==> src/rtl/operand_sequencer.sv <==
// Operand/result sequencer for the shared wide-operand datapath: byte-wise operand load,
// fixed-latency execute, byte-wise result drain. Optional checksum byte: OPERAND_SEQUENCER_CHECKSUM_EN.
module operand_sequencer #(
    parameter int LOG2_BYTES_IN  = 3,
    parameter int LOG2_BYTES_OUT = 2,
    parameter int LATENCY        = 2
) (
    input  logic                            clk,
    input  logic                            reset,
    input  logic [7:0]                      in_data,
    input  logic                            in_valid,
    output logic                            in_ready,
    output logic [(1<<LOG2_BYTES_IN)*8-1:0] op_data,
    output logic                            op_start,
    input  logic [(1<<LOG2_BYTES_OUT)*8-1:0] res_data,
    output logic [7:0]                      out_data,
    output logic                            out_valid,
    input  logic                            out_ready,
    output logic                            out_last,
    output logic                            busy
);
    localparam int BYTES_IN  = 1 << LOG2_BYTES_IN;
    localparam int BYTES_OUT = 1 << LOG2_BYTES_OUT;
    localparam int IDX_W     = LOG2_BYTES_OUT + 1;
`ifdef OPERAND_SEQUENCER_CHECKSUM_EN
    localparam int LAST_IDX  = BYTES_OUT;
`else
    localparam int LAST_IDX  = BYTES_OUT - 1;
`endif

    localparam logic [1:0] LOAD  = 2'd0;
    localparam logic [1:0] EXEC  = 2'd1;
    localparam logic [1:0] DRAIN = 2'd2;

    logic [1:0]                 state;
    logic [LOG2_BYTES_IN-1:0]   cnt;
    logic [3:0]                 wait_cnt;
    logic [IDX_W-1:0]           idx;
    logic [BYTES_OUT*8-1:0]     shadow;
    logic [7:0]                 shadow_byte;

    assign in_ready  = (state == LOAD) && !reset;
    assign out_valid = (state == DRAIN);
    assign busy      = (state != LOAD);
    assign out_last  = (state == DRAIN) && (idx == IDX_W'(LAST_IDX));

    assign shadow_byte = shadow[{idx[LOG2_BYTES_OUT-1:0], 3'b000} +: 8];

`ifdef OPERAND_SEQUENCER_CHECKSUM_EN
    logic [7:0] checksum;

    always_comb begin
        checksum = 8'h00;
        for (int i = 0; i < BYTES_OUT; i++) begin
            checksum = checksum ^ shadow[i*8 +: 8];
        end
    end

    // The checksum occupies the slot just past the last result byte.
    assign out_data = (idx == IDX_W'(BYTES_OUT)) ? checksum : shadow_byte;
`else
    assign out_data = shadow_byte;
`endif

    // op_start is registered so it rises exactly in the first EXEC cycle and is clean out of reset.
    always_ff @(posedge clk) begin
        if (reset) begin
            state    <= LOAD;
            cnt      <= '0;
            wait_cnt <= '0;
            idx      <= '0;
            op_data  <= '0;
            shadow   <= '0;
            op_start <= 1'b0;
        end else begin
            op_start <= 1'b0;
            case (state)
                LOAD: begin
                    if (in_valid) begin
                        op_data[{cnt, 3'b000} +: 8] <= in_data;
                        cnt <= cnt + 1'b1;
                        if (cnt == LOG2_BYTES_IN'(BYTES_IN - 1)) begin
                            state    <= EXEC;
                            op_start <= 1'b1;
                            wait_cnt <= '0;
                        end
                    end
                end
                EXEC: begin
                    if (wait_cnt == 4'(LATENCY - 1)) begin
                        shadow   <= res_data;
                        wait_cnt <= '0;
                        state    <= DRAIN;
                    end else begin
                        wait_cnt <= wait_cnt + 1'b1;
                    end
                end
                DRAIN: begin
                    if (out_ready) begin
                        if (idx == IDX_W'(LAST_IDX)) begin
                            idx   <= '0;
                            state <= LOAD;
                        end else begin
                            idx <= idx + 1'b1;
                        end
                    end
                end
                default: state <= LOAD;
            endcase
        end
    end
endmodule

==> config.mk <==
export PLATFORM = sky130hd
export DESIGN_NAME = operand_sequencer
export DESIGN_NICKNAME = d
export VERILOG_FILES = /design/src/rtl/operand_sequencer.sv
export SDC_FILE = /design/constraint.sdc
export NUM_CORES = 1
export LEC_CHECK = 0
export BUFFER_PORTS_ARGS = -buffer_cell sky130_fd_sc_hd__buf_2
export CAP_MARGIN = 20
export CORE_MARGIN = 3
export CORE_UTILIZATION = 51
export DETAILED_ROUTE_END_ITERATION = 7
export GPL_TIMING_DRIVEN = 0
export PLACE_DENSITY_LB_ADDON = 0.15
export SLEW_MARGIN = 20
export SYNTH_ARGS = -nofsm -noshare
export SYNTH_HDL_FRONTEND = slang
export SYNTH_SLANG_ARGS = --single-unit
export TNS_END_PERCENT = 30
==> constraint.sdc <==
create_clock -name clk -period 2.1 [get_ports clk]
set_input_delay 0.21 -clock clk [delete_from_list [all_inputs] [get_ports clk]]
set_output_delay 0.21 -clock clk [all_outputs]
set_load 0.03 [all_outputs]
Word level (Yosys, flattened, before mapping)
Cells that the tools add are included.
{"block": "word_totals", "ff_bits": 109, "latch_bits": 0, "mem_bits_rw": 0, "mem_bits_ro": 0, "in_bits": 44, "output_inout_bits": 77, "mem_count": 0}
{"block": "op_classes", "n_addsub": 4, "multipliers": 0, "div_mod_pow": 0, "magnitude_cmp": 0, "n_eq_ne": 10, "shifts": 3, "muxes": 13, "bitwise_logic": 2, "reduce_logical": 12}
{"op": "$bwmux W64", "count": 1}
{"op": "$shift A8 B8 Y64 const A", "count": 1}
{"op": "$shiftx A8 B8 Y64", "count": 1}
{"op": "$shiftx A32 B6 Y8", "count": 1}
{"op": "$mux W4", "count": 3}
{"op": "$mux W2", "count": 5}
{"op": "$neg A6 Y8", "count": 1}
{"op": "$pmux W4 S2", "count": 1}
{"op": "$add A3 B1 Y3 const B", "count": 2}
{"op": "$ne A2 B1 Y1 const B", "count": 3}
{"op": "$pmux W2 S3", "count": 1}
{"op": "$reduce_and A2 Y1", "count": 3}
{"op": "$reduce_and A5 Y1", "count": 1}
{"op": "$add A4 B1 Y4 const B", "count": 1}
{"op": "$eq A4 B1 Y1 const B", "count": 1}
{"op": "$ne A2 B2 Y1 const B", "count": 2}
{"op": "$reduce_bool A2 Y1", "count": 2}
{"op": "$eq A3 B2 Y1 const B", "count": 1}
{"op": "$eq A3 B3 Y1 const B", "count": 1}
{"op": "$mux W3", "count": 1}
{"op": "$reduce_and A3 Y1", "count": 1}
{"op": "$reduce_or A3 Y1", "count": 1}
{"op": "$eq A2 B1 Y1 const B", "count": 1}
{"op": "$eq A2 B2 Y1 const B", "count": 1}
{"op": "other kinds (5)", "count": 7}

Depth between registers and ports, before layout
Gate-level depths: netlist of run 1.
{"block": "depth", "word_depth": 4, "depth_mapped": 8}

Least setup slack after synthesis of run 1
No wires, ideal clock.
{"block": "synth_timing", "kind": "register -> register", "from": "reg cnt[0]", "to": "reg op_data[0]", "setup_time_ns": 0.125, "t_arrival_ns": 1.748, "required_ns": 1.975, "path_slack_ns": 0.226, "stages_incl_launch_ff": 8, "period_less_slack_ns": 1.874, "cell_sequence": "dfxtp_1 buf_6 inv_1 ha_1 ha_1 nor4b_1 nand3_2 mux2i_1"}
{"block": "synth_between", "elab_chain_cells": 3, "elab_cells_between_ends": 4, "cone_classes": "add/sub (1); shift (2); mux (1)"}
{"element": "start, declared", "line": "36", "text": "logic [LOG2_BYTES_IN-1:0] cnt;"}
{"element": "start signal, assigned", "line": "81", "text": "cnt <= cnt + 1'b1;"}
{"element": "$neg A6 Y8 *", "line": "80", "text": "op_data[{cnt, 3'b000} +: 8] <= in_data;"}
{"element": "$shiftx A8 B8 Y64 / $shift A8 B8 Y64 (equally long branches)", "line": "80"}
{"element": "$bwmux W64 *", "line": "80"}
{"element": "end signal, assigned by index", "line": "80"}
{"element": "end, declared", "line": "13", "text": "output logic [(1<<LOG2_BYTES_IN)*8-1:0] op_data,"}
Mark *: on every way between the ends. The rest lies on a longest branch, timed or not.
A chain may end at the register's enable or synchronous reset.

Worst setup path in the final report of run 1
{"block": "layout_timing", "from": "reg cnt[0]", "to": "reg op_data[10]"}
The elaborated chain is that of the path after synthesis.

==> flow_metrics.env, run 1 <==
export IMPL_use_met2=0.353
export IMPL_placedCellCount=742
export IMPL_gr_usage_all_layers=0.227
export IMPL_clock_skew_final_ns=0.0146
export IMPL_nets=679
export IMPL_postSynthAreaPerCell_um2=9.88
export IMPL_syn_to_final_growth_pct=19.5
export IMPL_async_flop_share=0
export IMPL_outcome="finished, final reports clean"
export IMPL_ys_seq_area_frac=0.447
export IMPL_crit_arrival_ns=2.35
export IMPL_syn_area_mm2=0.00488
export IMPL_initial_core_util=0.526
export IMPL_grt_pass1_wl_um=20100
export IMPL_synthCells=494
export IMPL_ant_nets=0
export IMPL_slew_limit_headroom=0.618
export IMPL_dieArea_mm2=0.0108
export IMPL_first_global_vias=3901
export IMPL_met3_usage=0.0461
export IMPL_fp_dieW_um=104
export IMPL_required_ns=2.38
export IMPL_cts_sinks=109
export IMPL_startpoint_type="register"
export IMPL_numPortBuffers=119
export IMPL_path_class="register to register"
export IMPL_worst_pin_slew_ns=0.570
export IMPL_final_common_cell="buf_2"
export IMPL_rows=35
export IMPL_leakagePower_uw=0.00255
export IMPL_totalWireLength_um=12200
export IMPL_setup_tns_ns=0
export IMPL_drv_slew=0
export IMPL_fmax_ghz=0.484
export IMPL_crit_path_end_kind="register"
export IMPL_hpwl_um=9260
export IMPL_worstPathMaxFanout=8
export IMPL_synth_cell_type_count=39
export IMPL_dr_pass1_iters=4
export IMPL_numCtsBuffers=9
export IMPL_fin_crit_ns=2.06
export IMPL_hold_start="res_data[3]"
export IMPL_critPathLaunch="cnt[0]"
export IMPL_vdd_drop_max_mv=0.424
export IMPL_via_per_inst=5.36
export IMPL_ys_warnings_count=0
export IMPL_cts_htree_levels=3
export IMPL_wire_per_inst_um=16.1
export IMPL_hold_viol_final=0
export IMPL_grt_overflow_total=0
export IMPL_total_power_uw=3630
export IMPL_vias=4054
export IMPL_synth_edf_count=0
export IMPL_gp_congestion=0.840
export IMPL_ios=121
export IMPL_final_cell_mix="buf_2, dfxtp_1, nand2b_1"
export IMPL_root_buffer="clkbuf_8"
export IMPL_grt_max_degree=18
export IMPL_synth_fp_nets=548
export IMPL_p_per_area_mw_per_mm2=623
export IMPL_cts_tree="built"
export IMPL_antennaDiodeCount=0
export IMPL_timing_final_crit_share=0.983
export IMPL_die_h_um=104
export IMPL_cts_hold_buf=0
export IMPL_drcViolationCount=0
export IMPL_drt_iter0_drc=212
export IMPL_ys_flop_type="dfxtp_1"
export IMPL_clk_transition_reported_paths_ns=0.11
export IMPL_hold_path_class="input pin to register"
export IMPL_rsz0062_at_grt="true"
export IMPL_setup_viol=0
export IMPL_busiest_layer="met2"
export IMPL_maxCapViolCount=0
export IMPL_synth_seq_cells=109
export IMPL_core_area_mm2=0.00928
export IMPL_fin_cells=757
export IMPL_antenna_found_initial=0
export IMPL_cts_buffer_depth=2
export IMPL_r2r_start="cnt[0]"
export IMPL_hold_ws_ns=0.0784
export IMPL_place_area_mm2=0.00564
export IMPL_insertion_delay_ns=0.37
export IMPL_drive_gt1_frac=0.279
export IMPL_grtUsageMet1=0.321
export IMPL_postLayoutCellArea_mm2=0.00583
## metrics by stage
step	worst slack [ns]	utilization
2_1_floorplan	0.226	-
3_3_place_gp	-0.0586	0.607
3_5_place_dp	-0.126	0.607
4_1_cts	0.0658	0.627
5_1_grt	-0.0873	0.628
6_report	0.0357	0.628
## cell type report
type,count,area [µm²]
Buffer,41,216
Clock buffer,10,138
Clock inverter,4,33.8
Fill cell,851,3450
Inverter,6,22.5
Multi-Input combinational cell,338,2470
Sequential cell,109,2180
Tap cell,129,161
Timing Repair Buffer,120,603
## cell families (layout without fill, tap and decap cells)
kind of cell	after synthesis	in the layout	share of synthesized area
XOR/XNOR	1	1	0.00179
multiplexers	74	74	0.172
adder cells (fa/ha/maj)	10	10	0.0256
AND/OR/NAND/NOR	171	171	0.216
flip-flops	109	109	0.447
buffers and inverters	47	181	0.0482
AO/OA/AOI/OAI	82	82	0.0895
## where the power goes
group | switching (µW) | leakage, µW | internal [µW]
registers | 14.9 | 0.000879 | 2080
logic | 214 | 0.00159 | 147
clock network | 710 | 0.0000852 | 463
## layer usage
layer,vias to the layer above,share of wire
li1,1981,-
met1,1946,0.46
met2,117,0.47
met3,10,0.052
met4,0,0.011
met5,-,0
## synthesized netlist by cell type (6+ instances only)
cell	n	area (µm²)
a21oi_1	39	195
nand2b_1	73	457
nor2_1	7	26.3
mux4_2	8	180
inv_1	6	22.5
nand3_1	53	265
mux2i_1	66	661
dfxtp_1	109	2180
ha_1	10	125
nand3b_1	7	52.6
clkbuf_1	20	75.1
buf_6	6	67.6
o21ai_0	35	175
buf_2	8	40.0
## flip-flops by register name, indices dropped and copies added (netlist names)
signal    count
cnt           3
idx           3
op_data      64
op_start      1
shadow       32
state         2
wait_cnt      4
## path summary, 6_finish.rpt
kind	endpoint	slack (ns)	cells after the start
worst max-delay path	op_data[10]	0.04	7
worst min-delay path	shadow[3]	0.08	3
worst max register to register	op_data[10]	0.04	7
worst min register to register	idx[2]	0.44	2
## repair_timing
action,4_1_cts,5_1_grt
endpoints found under the hold margin,0,0
pin swaps,1,0
buffers inserted,1,0
resized for setup,2,4
setup endpoints to repair,28,38
## critical path, stage by stage (launching register included)
cell	delay [ns]
dfxtp_1	0.39
buf_6	0.14
inv_1	0.05
ha_1	0.22
ha_1	0.35
o31a_1	0.26
nand3_2	0.30
mux2i_1	0.26
No activity file was read; power rests on OpenSTA's default activity.
==> run 2, diff against run 1 <==
--- a/config.mk
+++ b/config.mk
@@ -7,12 +7,12 @@
 export LEC_CHECK = 0
 export BUFFER_PORTS_ARGS = -buffer_cell sky130_fd_sc_hd__buf_2
 export CAP_MARGIN = 20
+export CORE_ASPECT_RATIO = 2
 export CORE_MARGIN = 3
 export CORE_UTILIZATION = 51
 export DETAILED_ROUTE_END_ITERATION = 7
 export GPL_TIMING_DRIVEN = 0
 export PLACE_DENSITY_LB_ADDON = 0.15
-export SLEW_MARGIN = 20
 export SYNTH_ARGS = -nofsm -noshare
 export SYNTH_HDL_FRONTEND = slang
 export SYNTH_SLANG_ARGS = --single-unit
==> run 2 against run 1 <==
Compared with the run above: worst hold slack improved by 0.029 ns; first-iteration DRC count shrank 16%; final area grew 1.6%; combinational power about the same; sequential power about the same; register-to-register slack improved by 0.02 ns.
==> flow_metrics.env, run 2 (synthesized netlist as in run 1, its figures left out) <==
export IMPL_outcome="finished, final reports clean"
export IMPL_fmax_ghz=0.490
export IMPL_core_area_mm2=0.00914
export IMPL_clock_skew_final_ns=0.0139
export IMPL_total_power_uw=4180
export IMPL_root_buffer="clkbuf_16"
export IMPL_drv_slew=0
export IMPL_timing_final_crit_share=0.972
export IMPL_numPortBuffers=119
export IMPL_drive_gt1_frac=0.278
export IMPL_post_route_util=0.649
export IMPL_maxCapViolCount=0
export IMPL_grt_overflow_total=0
export IMPL_dr_pass1_iters=5
export IMPL_hold_ws_ns=0.107
export IMPL_startpoint_type="register"
export IMPL_crit_path_end_kind="register"
export IMPL_totalWireLength_um=12700
export IMPL_insertion_delay_ns=0.36
export IMPL_gr_usage_all_layers=0.249
export IMPL_ant_nets=0
export IMPL_vdd_drop_max_mv=0.459
export IMPL_worst_pin_slew_ns=0.592
export IMPL_ff_latch_area_mm2=0.00218
export IMPL_hold_viol_final=0
export IMPL_syn_to_final_growth_pct=21.4
export IMPL_largest_reg_flops=64
export IMPL_cts_hold_buf=0
export IMPL_rsz0062_at_grt="true"
export IMPL_rows=49
export IMPL_clk_transition_reported_paths_ns=0.07
export IMPL_die_h_um=144
export IMPL_first_global_vias=4138
export IMPL_leakagePower_uw=0.00260
export IMPL_setup_viol=0
export IMPL_fin_crit_ns=2.04
export IMPL_gp_congestion=0.857
export IMPL_cts_htree_levels=3
export IMPL_crit_arrival_ns=2.27
export IMPL_initial_core_util=0.534
export IMPL_multiInputGateArea_mm2=0.00248
export IMPL_worst_r2r_path_depth=7
export IMPL_slew_limit_headroom=0.605
export IMPL_postLayoutCellArea_mm2=0.00593
export IMPL_largest_register="op_data"
export IMPL_ios=121
export IMPL_dieArea_mm2=0.0109
export IMPL_grt_pass1_wl_um=20600
export IMPL_cts_buffer_depth=2
export IMPL_final_cell_mix="buf_2, dfxtp_1, nand2b_1"
export IMPL_cts_sinks=109
export IMPL_cts_tree="built"
export IMPL_worstPathMaxFanout=8
export IMPL_antenna_found_initial=0
export IMPL_vias=4038
export IMPL_final_common_cell="buf_2"
export IMPL_wire_per_inst_um=17.4
export IMPL_p_per_area_mw_per_mm2=706
export IMPL_path_class="register to register"
export IMPL_fp_dieW_um=75.2
export IMPL_required_ns=2.33
export IMPL_post_cts_setup_buffers=0
export IMPL_grt_max_degree=19
export IMPL_via_per_inst=5.52
export IMPL_hold_path_class="input pin to register"
export IMPL_ctsResizeCount=3
export IMPL_drcViolationCount=0
export IMPL_antennaDiodeCount=0
export IMPL_hpwl_um=10000
export IMPL_drt_iter0_drc=179
export IMPL_fillers=793
export IMPL_hold_depth=3
export IMPL_numCtsBuffers=9
export IMPL_biggestRegsByFlops="op_data x64, shadow x32, wait_cnt x4"
export IMPL_nets=678
export IMPL_place_area_mm2=0.00560
## run 2: worst max-delay path, stage by stage, from the launching register on
cell and delay (ns):
dfxtp_1 0.39, buf_6 0.15, inv_1 0.06, ha_1 0.22
ha_1 0.35, o31a_1 0.27, nand3_2 0.29, mux2i_1 0.20
## run 2: through the flow
| step | cells | setup slack, ns | TNS, ns |
|---|---|---|---|
| after CTS | 731 | 0.0505 | 0 |
| after global routing | 731 | -0.0717 | -0.734 |
| after floorplan | 494 | 0.226 | 0 |
| final | 731 | 0.0586 | 0 |
| after detailed placement | 715 | -0.0914 | -0.955 |
| after global placement | 715 | -0.0273 | -0.0619 |
## run 2: worst paths after layout
check                     from     endpoint  slack [ns]
setup / recovery        cnt[0]  op_data[15]        0.06
hold / removal    res_data[23]   shadow[23]        0.11
setup reg to reg        cnt[0]  op_data[15]        0.06
hold reg to reg         idx[2]       idx[2]        0.44
## run 2: power by group
group          internal [µW]  total, µW  switching (µW)
registers               2080       2100            13.8
logic                    145        364             219
clock network            934       1720             786
## run 2: routing by layer
metal / GRT usage / up-vias / share of wire
met3: 0.0383 / 18 / 0.031
met5: 0 / - / 0
met1: 0.247 / 1933 / 0.34
met4: 0.112 / 0 / 0.022
li1: - / 1985 / -
met2: 0.481 / 102 / 0.60
## run 2: area by class of cell
cell class	count	area share
clock inverter	6	0.0120
timing repair buffer	119	0.101
inverter	6	0.00380
tap	102	0.0215
multi-input combinational	338	0.419
sequential	109	0.368
buffer	41	0.0361
clock buffer	10	0.0386
